**src/rtl/gesture_recog_ctrl.sv**
```systemverilog
// Frame sequencer for the gesture classifier: holds features across the classifier pipeline,
// captures the result at a fixed cycle and debounces it over consecutive frames.
module gesture_recog_ctrl #(
   parameter int unsigned PIPE_LAT   = 6,
   parameter int unsigned STABLE_CNT = 3
) (
   input  logic        clk,
   input  logic        rst_n,
   input  logic        feat_valid,
   input  logic [31:0] hu_1_in,
   input  logic [31:0] hu_2_in,
   input  logic [23:0] pa_in,
   output logic [31:0] clf_hu_1,
   output logic [31:0] clf_hu_2,
   output logic [23:0] clf_pa,
   input  logic [5:0]  clf_code,
   output logic        busy,
   output logic [5:0]  raw_code,
   output logic        raw_valid,
   output logic [5:0]  gesture,
   output logic        gesture_valid,
   output logic [7:0]  drop_cnt
);

   localparam logic [1:0] StIdle = 2'd0;
   localparam logic [1:0] StWait = 2'd1;
   localparam logic [1:0] StVote = 2'd2;

   localparam logic [3:0] WaitLast   = 4'(PIPE_LAT);
   localparam logic [3:0] StableMax  = 4'(STABLE_CNT);
   localparam logic [5:0] CodeNoHand = 6'd8;
   localparam logic [5:0] CodeMaxGes = 6'd5;

   logic [1:0]  state_q, state_d;
   logic [3:0]  wait_cnt_q, wait_cnt_d;
   logic [31:0] hu_1_q, hu_1_d;
   logic [31:0] hu_2_q, hu_2_d;
   logic [23:0] pa_q, pa_d;
   logic [5:0]  raw_code_q, raw_code_d;
   logic        raw_valid_q, raw_valid_d;
   logic [5:0]  gesture_q, gesture_d;
   logic        gesture_valid_q, gesture_valid_d;
   logic [7:0]  drop_cnt_q, drop_cnt_d;
   logic [5:0]  cand_q, cand_d;
   logic [3:0]  match_cnt_q, match_cnt_d;

   logic        code_ok;
   logic [5:0]  vote_cand;
   logic [3:0]  vote_match;
   logic        vote_commit;

   // Only gestures 0..5 and "no hand" take part in debouncing; everything else resets the run.
   assign code_ok = (raw_code_q <= CodeMaxGes) || (raw_code_q == CodeNoHand);

   always_comb begin
      vote_cand  = cand_q;
      vote_match = match_cnt_q;
      if (!code_ok) begin
         vote_match = 4'd0;
      end else if ((raw_code_q == cand_q) && (match_cnt_q != 4'd0)) begin
         vote_match = (match_cnt_q >= StableMax) ? StableMax : match_cnt_q + 4'd1;
      end else begin
         vote_cand  = raw_code_q;
         vote_match = 4'd1;
      end
      vote_commit = code_ok && (vote_match == StableMax) && (vote_cand != gesture_q);
   end

   always_comb begin
      state_d         = state_q;
      wait_cnt_d      = wait_cnt_q;
      hu_1_d          = hu_1_q;
      hu_2_d          = hu_2_q;
      pa_d            = pa_q;
      raw_code_d      = raw_code_q;
      raw_valid_d     = 1'b0;
      gesture_d       = gesture_q;
      gesture_valid_d = 1'b0;
      drop_cnt_d      = drop_cnt_q;
      cand_d          = cand_q;
      match_cnt_d     = match_cnt_q;

      if (feat_valid && (state_q != StIdle) && (drop_cnt_q != 8'hFF)) begin
         drop_cnt_d = drop_cnt_q + 8'd1;
      end

      case (state_q)
         StIdle: begin
            if (feat_valid) begin
               hu_1_d     = hu_1_in;
               hu_2_d     = hu_2_in;
               pa_d       = pa_in;
               wait_cnt_d = 4'd0;
               state_d    = StWait;
            end
         end
         StWait: begin
            wait_cnt_d = wait_cnt_q + 4'd1;
            if (wait_cnt_q == WaitLast) begin
               raw_code_d  = clf_code;
               raw_valid_d = 1'b1;
               state_d     = StVote;
            end
         end
         StVote: begin
            cand_d      = vote_cand;
            match_cnt_d = vote_match;
            if (vote_commit) begin
               gesture_d       = vote_cand;
               gesture_valid_d = 1'b1;
            end
            state_d = StIdle;
         end
         default: begin
            state_d = StIdle;
         end
      endcase
   end

   always_ff @(posedge clk) begin
      if (!rst_n) begin
         state_q         <= StIdle;
         wait_cnt_q      <= 4'd0;
         hu_1_q          <= 32'd0;
         hu_2_q          <= 32'd0;
         pa_q            <= 24'd0;
         raw_code_q      <= 6'd0;
         raw_valid_q     <= 1'b0;
         gesture_q       <= CodeNoHand;
         gesture_valid_q <= 1'b0;
         drop_cnt_q      <= 8'd0;
         cand_q          <= 6'd0;
         match_cnt_q     <= 4'd0;
      end else begin
         state_q         <= state_d;
         wait_cnt_q      <= wait_cnt_d;
         hu_1_q          <= hu_1_d;
         hu_2_q          <= hu_2_d;
         pa_q            <= pa_d;
         raw_code_q      <= raw_code_d;
         raw_valid_q     <= raw_valid_d;
         gesture_q       <= gesture_d;
         gesture_valid_q <= gesture_valid_d;
         drop_cnt_q      <= drop_cnt_d;
         cand_q          <= cand_d;
         match_cnt_q     <= match_cnt_d;
      end
   end

   assign busy          = (state_q != StIdle);
   assign clf_hu_1      = hu_1_q;
   assign clf_hu_2      = hu_2_q;
   assign clf_pa        = pa_q;
   assign raw_code      = raw_code_q;
   assign raw_valid     = raw_valid_q;
   assign gesture       = gesture_q;
   assign gesture_valid = gesture_valid_q;
   assign drop_cnt      = drop_cnt_q;

endmodule

```
**config.mk**
```make
export PLATFORM = sky130hd
export DESIGN_NAME = gesture_recog_ctrl
export DESIGN_NICKNAME = d
export VERILOG_FILES = /design/src/rtl/gesture_recog_ctrl.sv
export SDC_FILE = /design/constraint.sdc
export NUM_CORES = 1
export LEC_CHECK = 0
export BUFFER_PORTS_ARGS = -buffer_cell sky130_fd_sc_hd__buf_2
export CORE_ASPECT_RATIO = 2
export CORE_UTILIZATION = 47
export DETAILED_ROUTE_END_ITERATION = 10
export GPL_TIMING_DRIVEN = 0
export PLACE_DENSITY = 0.83
export SETUP_SLACK_MARGIN = 0.15
export SLEW_MARGIN = 15
export SYNTH_ARGS = -nofsm -noshare
export SYNTH_HDL_FRONTEND = slang
export SYNTH_SLANG_ARGS = --single-unit
```
**constraint.sdc**
```tcl
create_clock -name clk -period 2.6 [get_ports clk]
set_input_delay 0.52 -clock clk [delete_from_list [all_inputs] [get_ports clk]]
set_output_delay 0.52 -clock clk [all_outputs]
set_load 0.05 [all_outputs]
```
==> run metrics <==
PwrDens=795 nW/um2; first-pass GRT wire length=between 20000 and 25000 um; P_sw=around 1.5 mW; number of DRC markers in iteration 0=between 300 and 400; Worst R2R Start=raw_code[3]; cts hold-fix bufs=0; Crit Path Category=reg -> reg; Post-Syn Area=between 4000 and 5000 um2; worst-skew pair later-pin latency=slightly above 400 ps; drt first pass iters=5; Final Max Slew Viols=0; root buffer cell=clkbuf_16; FP Rows=just over 50; CTS tree=yes; Synth Area per Inst=between 8 and 9 um2; Ant. Diodes=0; maximum fanout along the worst path=7; worst slew pin tran=just under 800 ps; Post-Place Cells=918; Top FF cell, synth=dfxtp_1; largest net degree at the start of global routing=17; Post-Syn Nets=about 700; post-route minimum period=between 2000 and 2500 ps; GRT Residual Overflow=0; CTS sink count=about 130; worst hold-check path type=in -> reg; RSZ-0062 raised after global routing=false; type of origin of the critical path=register; final core occ=0.672; DP HPWL=roughly 11000 um; Final Hold Viols=0; P_int=roughly 3.7 mW; Peak Freq=between 400 and 500 MHz; status=finished, final reports clean; Ports=208; final WL=14500 um; Seq/Total Area, Yosys=0.531; clock share of power=0.467; Initial Util=0.486; MaxCap Viol Count=0; crit path DAT=2660 ps; vias in the first global route=about 5.1k; setup TNS=0 ps; Yosys reg bits=126; clk slew on worst S/H paths=approximately 60 ps; R2R setup slack=240 ps; total global-route track usage=0.286; layout cells sized above 1=0.302; Gate Count Post-Synth=roughly 580; CTS buffer count=17; vias after detailed routing=4922; P_leak=a little over 3 nW; Worst Slack Setup Final=between 200 and 250 ps; core region area=just under 10000 um2; Post-DRT Antenna Nets=0; final setup fails=0; Yosys warning count=0; R2R depth=6; DR vias/cell=5.18; WP data required=2900 ps; Setup crit end=gesture[4]; sequential power share=0.396; most common cell after layout, fill and taps aside=buf_2; Peak supply drop=0.000602 V; area grow syn2layout=38.2%; DIE AREA=approximately 11000 um2; FFs w/ async S/R, synth=0; Logic pwr share=0.137; Sw Ratio=0.285; DRC=0; dpl ws=between 200 and 300 ps; most frequent cells in the layout=207 x buf_2, 184 x nand2_1, 126 x dfxtp_1; die height=around 140 um; Synth cell types=40; Routability Congestion=~0.95; wire length per cell=approximately 15 um; DIE WIDTH=about 73 um; Worst setup EP type=register; Worst Skew=approximately 11 ps; clock buffer depth=2; Worst Setup SP=raw_code[3]; Rel. slew slack=0.480; non-filler cells in the finished layout=950; Post-synth EDFFs=0; initial antenna violation count=0; # port buffers=roughly 210; Nets=between 900 and 1k; FF-to-FF End=gesture[4]; H-tree depth=4; fin crit share=0.908
[Yosys cell counts (2+ instances only)]
cell	number	area, um2
dfxtp_1	126	2520
nor3_1	6	30.0
nand4_1	5	31.3
xnor2_1	10	87.6
or3_1	2	12.5
o21ai_0	4	20.0
clkbuf_1	33	124
a311oi_1	2	17.5
nand2_1	184	691
and3_1	3	18.8
o211a_1	2	20.0
a21oi_1	96	480
a211oi_1	4	30.0
ha_1	5	62.6
o21a_1	2	15.0
xor2_1	8	70.1
and3_2	2	15.0
and2_1	2	12.5
nor3b_1	2	15.0
a21o_1	2	15.0
buf_1	2	7.51
nand2b_1	3	18.8
nor2_1	32	120
nand3_1	7	35.0
mux2_2	2	22.5
mux2i_1	13	130
inv_1	7	26.3
[worst min-delay path by stage]
stage	from	to	slack, ps	cells past startpoint
final	hu_2_in[9]	clf_hu_2[9]	340	3
after global routing	hu_2_in[16]	clf_hu_2[16]	340	3
after CTS	hu_2_in[14]	clf_hu_2[14]	330	3
after detailed placement	clf_hu_2[2]	clf_hu_2[2]	440	2
after global placement	clf_pa[6]	clf_pa[6]	440	2
after floorplan	wait_cnt_q[2]	wait_cnt_q[2]	470	2
[cells by family (layout without fill, tap and decap cells)]
group / count (synthesis) / in the layout / share of synthesized area
XOR/XNOR: 18 / 18 / 0.0332
AND/OR/NAND/NOR: 255 / 255 / 0.221
flip-flops: 126 / 126 / 0.531
AO/OA/AOI/OAI: 117 / 117 / 0.135
adder cells (fa/ha/maj): 5 / 5 / 0.0132
buffers and inverters: 43 / 282 / 0.0340
multiplexers: 15 / 15 / 0.0321
[routing by layer]
layer | vias up | track usage | wire length (um)
met5 | - | 0 | 0
met4 | 0 | 0.173 | 653
met3 | 57 | 0.0753 | 784
met2 | 225 | 0.538 | 8090
met1 | 2276 | 0.263 | 5000
li1 | 2364 | - | -
[metrics by stage]
stage	cell area [um2]	power, mW	hold slack, ps
after floorplan	4750	2.58	465
after global placement	5950	2.80	439
after detailed placement	5950	2.82	444
after CTS	6560	5.23	329
after global routing	6560	5.38	342
final	6560	5.22	341
[flip-flops by register name, summed over array words and instances (netlist names), 4 cells and up]
signal,flops
raw_code,6
match_cnt_q,4
gesture,6
clf_hu_1,32
clf_pa,24
clf_hu_2,32
cand_q,6
drop_cnt,8
wait_cnt_q,4
[power by group through the flow]
stage               logic (mW)  registers, mW  clock network, mW
finish                   0.713           2.07               2.44
CTS                      0.714           2.06               2.45
global route             0.760           2.07               2.55
floorplan                0.191           2.39                  0
global placement         0.696           2.10                  0
detailed placement       0.711           2.10                  0
[final cells by class]
type / count / area (um2)
plain buffers: 35 / 131
flip-flops and latches: 126 / 2520
clock inverters: 14 / 168
multi-input cells: 410 / 2070
fillers: 816 / 3200
well taps: 132 / 165
clock buffers: 18 / 439
inverters: 8 / 30.0
repair buffers: 207 / 1040
[timing repair]
item,CTS,global route
buffers inserted,0,0
setup endpoints to repair,0,2
gates resized for setup,0,1
[worst max-delay path, cell delays in order, from the launching register on]
cell	delay, ps
dfxtp_1	520
xor2_1	130
a2111o_1	500
or2_0	280
or3_4	400
a21o_1	210
and3_2	220
Note: power is estimated with default switching activity, not from simulation.
